===== config.mk =====
export PLATFORM = sky130hd
export DESIGN_NAME = seg_scan_display_flat
export DESIGN_NICKNAME = d
export VERILOG_FILES = /design/src/rtl/seg_pkg.sv /design/src/rtl/seg_scan_display_if.sv /design/src/rtl/seg_tick_div.sv /design/src/rtl/seg_scan_display.sv /design/src/flat_wrapper.sv
export SDC_FILE = /design/constraint.sdc
export NUM_CORES = 1
export LEC_CHECK = 0
export ABC_AREA = 1
export CAP_MARGIN = 20
export CORE_MARGIN = 5
export CORE_UTILIZATION = 42
export CTS_BUF_LIST = sky130_fd_sc_hd__clkbuf_16
export DETAILED_ROUTE_END_ITERATION = 7
export DONT_BUFFER_PORTS = 1
export GPL_ROUTABILITY_DRIVEN = 1
export SLEW_MARGIN = 20
export SYNTH_ARGS = -nofsm -noshare
export SYNTH_HDL_FRONTEND = slang
export SYNTH_SLANG_ARGS = --single-unit

===== constraint.sdc =====
create_clock -name clk -period 3.7 [get_ports clk]
set_input_delay 0.925 -clock clk [delete_from_list [all_inputs] [get_ports clk]]
set_output_delay 0.925 -clock clk [all_outputs]
set_load 0.01 [all_outputs]

===== src/rtl/seg_pkg.sv =====
// Shared seven-segment constants and BCD decode for the clock display path.
package seg_pkg;

  localparam logic [7:0] SEG_BLANK  = 8'hFF;
  localparam int         SEG_DP_BIT = 7;

  // Active-low g..a with dp off; entries 10..15 are blank.
  localparam logic [15:0][7:0] SEG_TABLE = {
    8'hFF, 8'hFF, 8'hFF, 8'hFF, 8'hFF, 8'hFF,
    8'h90, 8'h80, 8'hF8, 8'h82, 8'h92, 8'h99, 8'hB0, 8'hA4, 8'hF9, 8'hC0
  };

  function automatic logic [7:0] seg_decode(input logic [3:0] bcd);
    return SEG_TABLE[bcd];
  endfunction

endpackage


===== src/rtl/seg_scan_display_if.sv =====
// Datapath-to-display bundle: BCD/masks in, scanned segment/digit/LED out.
interface seg_scan_display_if #(
  parameter int NUM_DIGITS = 6
);
  logic [4*NUM_DIGITS-1:0] bcd_in;
  logic                    load;
  logic [NUM_DIGITS-1:0]   blink_mask;
  logic [NUM_DIGITS-1:0]   dp_mask;
  logic [7:0]              seg_n;
  logic [NUM_DIGITS-1:0]   dig_sel_n;
  logic                    sec_led;

  modport master (
    output bcd_in, load, blink_mask, dp_mask,
    input  seg_n, dig_sel_n, sec_led
  );

  modport slave (
    input  bcd_in, load, blink_mask, dp_mask,
    output seg_n, dig_sel_n, sec_led
  );
endinterface


===== src/rtl/seg_tick_div.sv =====
// Free-running modulo-N counter with a terminal-count flag.
module seg_tick_div #(
  parameter  int N = 4,
  localparam int W = (N > 1) ? $clog2(N) : 1
) (
  input  logic         clk,
  input  logic         rst_n,
  output logic [W-1:0] cnt_o,
  output logic         tc_o
);
  logic [W-1:0] cnt_q, cnt_d;

  assign tc_o  = (cnt_q == W'(N-1));
  assign cnt_o = cnt_q;

  always_comb cnt_d = tc_o ? '0 : cnt_q + 1'b1;

  always_ff @(posedge clk or negedge rst_n)
    if (!rst_n) cnt_q <= '0;
    else        cnt_q <= cnt_d;

endmodule


===== src/rtl/seg_scan_display.sv =====
// Time-multiplexed 7-seg driver with shadow register, blink, dp and seconds LED.
// Optional leading-zero suppression: define SEG_LZ_BLANK_EN.
module seg_scan_display
  import seg_pkg::*;
#(
  parameter int NUM_DIGITS = 6,
  parameter int SCAN_DIV   = 50000,
  parameter int BLANK_CYC  = 2,
  parameter int BLINK_DIV  = 12500000
) (
  input logic               clk,
  input logic               rst_n,
  seg_scan_display_if.slave bus
);
  localparam int SW = (SCAN_DIV > 1)   ? $clog2(SCAN_DIV)   : 1;
  localparam int BW = (BLINK_DIV > 1)  ? $clog2(BLINK_DIV)  : 1;
  localparam int DW = (NUM_DIGITS > 1) ? $clog2(NUM_DIGITS) : 1;

  logic [SW-1:0] scnt;
  logic          scan_tc;
  logic [BW-1:0] unused_bcnt;
  logic          blink_tc;

  logic [DW-1:0]                 didx_q, didx_d;
  logic                          blink_ph_q, blink_ph_d;
  logic [NUM_DIGITS-1:0][3:0]    shadow_q, shadow_d;
  logic                          sec_led_q, sec_led_d;
  logic [7:0]                    seg_q, seg_d;
  logic [NUM_DIGITS-1:0]         dig_q, dig_d;
  logic [NUM_DIGITS-1:0]         lz;

  seg_tick_div #(.N(SCAN_DIV)) u_scan_div (
    .clk(clk), .rst_n(rst_n), .cnt_o(scnt), .tc_o(scan_tc)
  );

  seg_tick_div #(.N(BLINK_DIV)) u_blink_div (
    .clk(clk), .rst_n(rst_n), .cnt_o(unused_bcnt), .tc_o(blink_tc)
  );

  always_comb begin
    shadow_d   = bus.load ? bus.bcd_in : shadow_q;
    sec_led_d  = (bus.load && (bus.bcd_in[3:0] != shadow_q[0])) ? ~sec_led_q : sec_led_q;
    blink_ph_d = blink_tc ? ~blink_ph_q : blink_ph_q;
    didx_d     = didx_q;
    if (scan_tc) didx_d = (didx_q == DW'(NUM_DIGITS-1)) ? '0 : didx_q + 1'b1;
  end

  // Digit i is a leading zero when it and every digit above it are zero.
  always_comb begin
    lz = '0;
`ifdef SEG_LZ_BLANK_EN
    begin
      logic zrun;
      zrun = 1'b1;
      for (int i = NUM_DIGITS-1; i > 0; i--) begin
        zrun  = zrun & (shadow_q[i] == 4'd0);
        lz[i] = zrun;
      end
    end
`endif
  end

  // Outputs are built from the registered shadow, so a load never tears a slot.
  always_comb begin
    seg_d = seg_decode(shadow_q[didx_q]);
    if (lz[didx_q]) seg_d = SEG_BLANK;
    seg_d[SEG_DP_BIT] = ~bus.dp_mask[didx_q];
    if (blink_ph_q && bus.blink_mask[didx_q]) seg_d = SEG_BLANK;
    dig_d = ~(NUM_DIGITS'(1) << didx_q);
    if (scnt < SW'(BLANK_CYC)) begin
      seg_d = SEG_BLANK;
      dig_d = '1;
    end
  end

  always_ff @(posedge clk or negedge rst_n) begin
    if (!rst_n) begin
      didx_q     <= '0;
      blink_ph_q <= 1'b0;
      shadow_q   <= '0;
      sec_led_q  <= 1'b1;
      seg_q      <= SEG_BLANK;
      dig_q      <= '1;
    end else begin
      didx_q     <= didx_d;
      blink_ph_q <= blink_ph_d;
      shadow_q   <= shadow_d;
      sec_led_q  <= sec_led_d;
      seg_q      <= seg_d;
      dig_q      <= dig_d;
    end
  end

  assign bus.seg_n     = seg_q;
  assign bus.dig_sel_n = dig_q;
  assign bus.sec_led   = sec_led_q;

endmodule


===== src/flat_wrapper.sv =====
// flat-port wrapper written by rule: the top's interface ports become plain ports
module seg_scan_display_flat import seg_pkg::*;
#(
  parameter int NUM_DIGITS = 6,
  parameter int SCAN_DIV   = 50000,
  parameter int BLANK_CYC  = 2,
  parameter int BLINK_DIV  = 12500000
)
  (clk, rst_n, bus_bcd_in, bus_load, bus_blink_mask, bus_dp_mask, bus_seg_n, bus_dig_sel_n, bus_sec_led);
  seg_scan_display_if #(.NUM_DIGITS(NUM_DIGITS)) bus_i ();
  input logic clk;
  input logic rst_n;
  input wire logic [$bits(bus_i.bcd_in)-1:0] bus_bcd_in;
  input wire logic [$bits(bus_i.load)-1:0] bus_load;
  input wire logic [$bits(bus_i.blink_mask)-1:0] bus_blink_mask;
  input wire logic [$bits(bus_i.dp_mask)-1:0] bus_dp_mask;
  output wire logic [$bits(bus_i.seg_n)-1:0] bus_seg_n;
  output wire logic [$bits(bus_i.dig_sel_n)-1:0] bus_dig_sel_n;
  output wire logic [$bits(bus_i.sec_led)-1:0] bus_sec_led;
  assign bus_i.bcd_in = bus_bcd_in;
  assign bus_i.load = bus_load;
  assign bus_i.blink_mask = bus_blink_mask;
  assign bus_i.dp_mask = bus_dp_mask;
  assign bus_seg_n = bus_i.seg_n;
  assign bus_dig_sel_n = bus_i.dig_sel_n;
  assign bus_sec_led = bus_i.sec_led;
  seg_scan_display #(.NUM_DIGITS(NUM_DIGITS), .SCAN_DIV(SCAN_DIV), .BLANK_CYC(BLANK_CYC), .BLINK_DIV(BLINK_DIV)) u_core (.clk(clk), .rst_n(rst_n), .bus(bus_i));
endmodule

==> results of run 1 <==
area by class of cell:
type	count	area, um2	area share
tap	136	170.2	0.03636
sequential	83	2096	0.4479
multi-input combinational	351	1852	0.3957
inverter	75	281.5	0.06016
clock buffer	9	225.2	0.04813
clock inverter	7	55.05	0.01176
Yosys cell counts (8+ instances only):
master,n
a21oi_1,15
dfrtp_1,68
dfstp_2,15
ha_1,8
inv_1,69
mux2_2,15
nand2_1,124
nand3_1,34
nand4_1,9
nor2_1,60
nor2_2,8
nor3_1,10
o21ai_0,23
xor2_1,17
routing by layer:
layer | vias to the layer above | track usage | part of all wire
li1 | 1639 | - | -
met1 | 1489 | 0.1913 | 0.44
met2 | 73 | 0.2496 | 0.47
met3 | 12 | 0.06223 | 0.073
met4 | 2 | 0.04704 | 0.011
met5 | - | 0 | 0.0014
power by group through the flow:
stage                     combinational (W)  clock, W  sequential [W]
after floorplan                   0.0000879         0         0.00101
after global placement            0.0000967         0         0.00102
after detailed placement          0.0000997         0         0.00102
after CTS                         0.0000998  0.000886         0.00100
after global routing               0.000115  0.000926         0.00101
final                             0.0000990  0.000856         0.00100
cell families (layout without fill, tap and decap cells):
group,count (synthesis),in the layout,synth area share
AND/OR/NAND/NOR,255,255,0.2551
buffers and inverters,84,91,0.08017
XOR/XNOR,24,24,0.04898
flip-flops,83,83,0.4883
AO/OA/AOI/OAI,49,49,0.06473
multiplexers,15,15,0.03936
adder cells (fa/ha/maj),8,8,0.02332
how the worst min path moves through the flow:
stage | to | slack (ns) | cells after the start
after CTS | u_core.blink_ph_q | 0.27 | 0
after global placement | u_core.u_blink_div.cnt_o[0] | 0.45 | 1
after detailed placement | u_core.u_blink_div.cnt_o[0] | 0.45 | 1
after floorplan | u_core.u_blink_div.cnt_o[0] | 0.43 | 1
final | u_core.u_blink_div.cnt_o[6] | 0.29 | 0
after global routing | u_core.shadow_q[16] | 0.27 | 0
per-stage QoR:
stage,worst slack (ns),total power (W),util
2_1_floorplan,1.843,0.001097,-
3_3_place_gp,1.680,0.001117,0.4339
3_5_place_dp,1.592,0.001120,0.4339
4_1_cts,1.586,0.001990,0.4616
5_1_grt,1.325,0.002050,0.4616
6_report,1.576,0.001958,0.4616
flip-flops by register name (all words and copies together) (netlist names):
signal and cells:
u_core.shadow_q 24, u_core.u_blink_div.cnt_o 24, u_core.u_scan_div.cnt_o 16, u_core.bus.seg_n 8, u_core.bus.dig_sel_n 6, u_core.didx_q 3, u_core.blink_ph_q 1, u_core.bus.sec_led 1
==> results.py, run 1 <==
metrics = {
    "power_and_ir_drop": {
        "max-vdd-ir-drop_uv": 228.1,
        "p_int_w": 0.001525,
        "p_per_area_nw_per_um2": 418.5,
        "p_leak_nw": 2.266,
        "clock_power_share": 0.437,
        "p_switching_w": 0.0004331,
        "pwr-share-seq": 0.512,
        "combPwrFrac": 0.051,
        "p_sw_frac": 0.2211,
    },
    "layout": {
        "num_antenna_cells": 0,
        "finalNetCount": 567,
        "mostFrequentLayoutCell": "nand2_1",
        "fillerInstances": 986,
        "final_cell_mix": "124 x nand2_1, 72 x inv_1, 68 x dfrtp_1",
        "stdcell_count": 661,
        "post-route-cell-area_um2": 4679,
        "area_delta_synth_final_pct": 9.038,
        "layout-drive-gt1-share": 0.1200,
    },
    "yosys": {
        "synth_cell_types": 36,
        "dominantRegCellSynth": "dfrtp_1",
        "synth_nets": 565,
        "ys_warn_count": 0,
        "synth_seq_cells": 83,
        "netlist_area_um2": 4292,
        "synth_edf_count": 0,
        "synth_largest_area_cell": "dfrtp_1",
        "yosysTopAreaCellShare": 0.3965,
        "synthCells": 518,
        "synth.area.top_cells": "dfrtp_1 40%, nand2_1 11%, dfstp_2 9.2%",
        "avgSynthCellArea_um2": 8.285,
        "async_reset_ff_frac": 1.000,
        "yosysSeqAreaShare": 0.4883,
    },
    "cts": {
        "htree_levels": 3,
        "post_cts_buffers": 0,
        "cts_tree": "yes",
        "clk_latency_ns": 0.33,
        "cts-root-buf": "clkbuf_16",
        "clock_path_buffers": 2,
        "hold_buffers": 0,
        "cts_made_buffers": 9,
        "clk_pin_slew_ns": 0.06,
        "cts.repair.resized": 0,
        "clock_sinks": 83,
    },
    "global_routing": {
        "grt_pass1_vias": 3229,
        "grt_use_total": 0.1548,
        "antenna_found_initial": 1,
        "grt_pass1_wl_um": 15700,
        "grt-ovfl-total": 0,
        "grt_max_degree": 84,
    },
    "setup_path": {
        "crit_buf_inv": 2,
        "reg2reg_to": "u_core.bus.seg_n[0]",
        "path_depth": 10,
        "required_ns": 3.95,
        "rr_worst_depth": 10,
        "endpoint_kind": "flip-flop",
        "worstPathArrival_ns": 2.37,
        "crit_path_top_delay_cell": "dfrtp_1",
        "timing.rr.start": "u_core.didx_q[0]",
        "slowest_delay_ns": 0.61,
        "cp_max_fo": 21,
        "crit_type": "reg2reg",
        "path_delay_family": "simple AND/OR/NAND/NOR gates",
        "cp-start-kind": "flip-flop",
        "crit_start": "u_core.didx_q[0]",
        "r2r_slack_ns": 1.58,
        "endpoint": "u_core.bus.seg_n[0]",
        "crit_chain": "nor2_2 -> nand2_1 -> inv_1 -> a21oi_1 -> nand2_1 -> inv_1 -> ha_1 -> nand3b_1 -> nand3_1 -> nand3_1",
    },
    "sta": {
        "fin_setup_tns_ns": 0,
        "setup-violations-final": 0,
        "fmax_mhz": 470.9,
        "final_max_slew_viol_count": 0,
        "fin_skew_ns": 0.008129,
        "fin_crit_sh": 0.5740,
        "rsz0062_at_grt": "no",
        "hold_viol_final": 0,
        "tightestPinTransition_ns": 0.6288,
        "relSlewSlack": 0.5808,
        "min_period_ns": 2.124,
        "hold_ws_ns": 0.2892,
    },
    "floorplanning": {
        "core_area_um2": 10140,
        "io_pins": 54,
        "dieArea_um2": 12340,
        "die_w_um": 111.1,
        "row_count": 37,
        "start_util": 0.4233,
        "die_h_um": 111.1,
    },
    "detailed_routing": {
        "drt_wl_total_um": 9048,
        "drc": 0,
        "antenna_left": 0,
        "wl_per_cell_um": 13.69,
        "vias": 3215,
        "drtIter0Drc": 174,
        "viasPerCell": 4.864,
        "drt_first_pass_iters": 5,
    },
    "outcome": {
        "outcome": "finished, final reports clean",
    },
    "placement": {
        "io_buffers": 0,
        "numPlacedInstances": 645,
        "place_hpwl_um": 6656,
        "postPlaceCellArea_um2": 4399,
        "place_congestion": 0.8996,
    },
    "run": {
        "cap_violations": 0,
    },
    "hold_path": {
        "min_path_type": "in2async",
    },
}
Note: power is estimated with default switching activity, not from simulation.
==> run 2, diff against run 1 <==
clock period = 2.2 ns   (was 3.7 ns; I/O delays follow)
==> run 2 against run 1 <==
  * Wire length rose by 1.3%
  * Utilization rose by 0.65 points
  * First-iteration DRC count rose by 4.6%
  * Sequential share of layout area fell by 0.60 points
  * Final cell count rose by 0.30%
  * Non-clock buffer count rose by 2
  * Critical path depth did not move
  * Combinational power rose by 96%
  * Worst setup slack got worse by 1.3 ns
  * Total power rose by 75%
  * Highest routed layer unchanged
==> results.py, run 2 (synthesis results as in run 1) <==
metrics = {
    "sta": {
        "tightestPinTransition_ns": 0.4163,
        "setup-violations-final": 0,
        "relSlewSlack": 0.7199,
        "hold_viol_final": 0,
        "fmax_mhz": 516.7,
        "rsz0062_at_grt": "no",
        "fin_crit_sh": 0.8798,
        "fin_setup_tns_ns": 0,
        "min_period_ns": 1.935,
        "fin_skew_ns": 0.004839,
        "final_max_slew_viol_count": 0,
    },
    "floorplanning": {
        "dieArea_um2": 12340,
        "row_count": 37,
        "io_pins": 54,
        "start_util": 0.4233,
        "die_h_um": 111.1,
        "die_w_um": 111.1,
        "core_area_um2": 10140,
    },
    "cts": {
        "post_cts_buffers": 0,
        "clk_pin_slew_ns": 0.06,
        "cts_made_buffers": 9,
        "clk_latency_ns": 0.33,
        "htree_levels": 3,
        "clock_path_buffers": 2,
        "clock_sinks": 83,
        "cts_tree": "yes",
        "cts-root-buf": "clkbuf_16",
    },
    "placement": {
        "place_hpwl_um": 6734,
        "io_buffers": 0,
        "postPlaceCellArea_um2": 4407,
        "place_congestion": 0.8859,
    },
    "layout": {
        "area_delta_synth_final_pct": 10.58,
        "num_antenna_cells": 0,
        "fillerInstances": 997,
        "layout-drive-gt1-share": 0.1252,
        "mostFrequentLayoutCell": "nand2_1",
        "finalNetCount": 569,
        "post-route-cell-area_um2": 4746,
        "final_cell_mix": "124 x nand2_1, 73 x inv_1, 67 x dfrtp_1",
    },
    "setup_path": {
        "crit_path_top_delay_cell": "dfrtp_1",
        "worstPathArrival_ns": 2.19,
        "cp_max_fo": 12,
        "crit_chain": "inv_2 -> nand3_2 -> nor2_1 -> a21oi_1 -> nand2_1 -> inv_1 -> ha_1 -> nand3b_1 -> nand3_1 -> nand3_1",
        "slowest_delay_ns": 0.48,
        "path_delay_family": "simple AND/OR/NAND/NOR gates",
        "cp_common_cell": "nand3_1",
        "crit_type": "reg2reg",
        "crit_buf_inv": 2,
        "required_ns": 2.45,
        "cp-start-kind": "flip-flop",
        "endpoint_kind": "flip-flop",
    },
    "detailed_routing": {
        "drt_first_pass_iters": 4,
        "drt_wl_total_um": 9170,
        "vias": 3226,
        "drc": 0,
        "viasPerCell": 4.866,
        "antenna_left": 0,
        "drtIter0Drc": 182,
        "wl_per_cell_um": 13.83,
    },
    "global_routing": {
        "grt_use_total": 0.1599,
        "grt-ovfl-total": 0,
        "grt_pass1_wl_um": 16020,
        "antenna_found_initial": 1,
        "grt_max_degree": 69,
        "grt_pass1_vias": 3199,
    },
    "hold_path": {
        "min_path_type": "in2async",
    },
    "power_and_ir_drop": {
        "p_per_area_nw_per_um2": 723.4,
        "max-vdd-ir-drop_uv": 406.4,
        "p_leak_nw": 2.299,
    },
    "outcome": {
        "outcome": "finished, final reports clean",
    },
    "run": {
        "cap_violations": 0,
    },
}
==> run 2: what timing repair did <==
item                       in CTS  in global routing
resized for setup               0                  2
hold endpoints to repair       68                  0
setup endpoints to repair       0                  1
hold buffers                    1                  0
==> run 2: area by class of cell <==
| class | instances | area (um2) | share of cell area |
|---|---|---|---|
| sequential | 83 | 2097 | 0.4419 |
| multi-input combinational | 351 | 1857 | 0.3912 |
| inverter | 75 | 281.5 | 0.05932 |
| clock buffer | 9 | 225.2 | 0.04746 |
| tap | 136 | 170.2 | 0.03586 |
| clock inverter | 7 | 80.08 | 0.01687 |
| timing repair buffer | 2 | 35.03 | 0.007382 |
==> run 2: stage by stage <==
stage | total power [W] | cells | utilization | worst slack (ns) | hold slack (ns)
floorplan | 0.001845 | 518 | - | 0.4502 | 0.2544
global placement | 0.001880 | 646 | 0.4347 | 0.2919 | 0.2599
detailed placement | 0.001884 | 646 | 0.4347 | 0.1894 | 0.2598
CTS | 0.003490 | 663 | 0.4675 | 0.1759 | 0.04591
global route | 0.003602 | 663 | 0.4681 | 0.03970 | 0.04285
finish | 0.003433 | 663 | 0.4681 | 0.2645 | 0.05979
==> run 2: report_power, final <==
| group | total (W) | leakage, nW | internal [W] | switching [W] |
|---|---|---|---|---|
| Sequential | 0.00169 | 1.03 | 0.00163 | 0.0000601 |
| Combinational | 0.000194 | 1.11 | 0.0000846 | 0.000110 |
| Clock | 0.00155 | 0.164 | 0.000976 | 0.000576 |
==> run 2: final timing paths <==
| kind | from | to | slack (ns) | cells after the start |
|---|---|---|---|---|
| max | u_core.didx_q[1] | u_core.bus.seg_n[0] | 0.26 | 10 |
| min | rst_n | u_core.bus.dig_sel_n[1] | 0.06 | 0 |
| max reg2reg | u_core.didx_q[1] | u_core.bus.seg_n[0] | 0.26 | 10 |
| min reg2reg | u_core.u_scan_div.cnt_o[0] | u_core.u_scan_div.cnt_o[0] | 0.46 | 1 |
| max in group asynchronous | rst_n | u_core.didx_q[0] | 1.82 | 1 |
| min in group clk | bus_load | u_core.shadow_q[3] | 0.32 | 1 |
==> run 2: layer usage <==
layer / track usage / wire length, um / vias up
met4: 0.05839 / 159 / 2
met3: 0.06004 / 735 / 16
met2: 0.2561 / 4249 / 76
li1: - / - / 1641
met5: 0 / 13 / -
met1: 0.1978 / 4011 / 1491
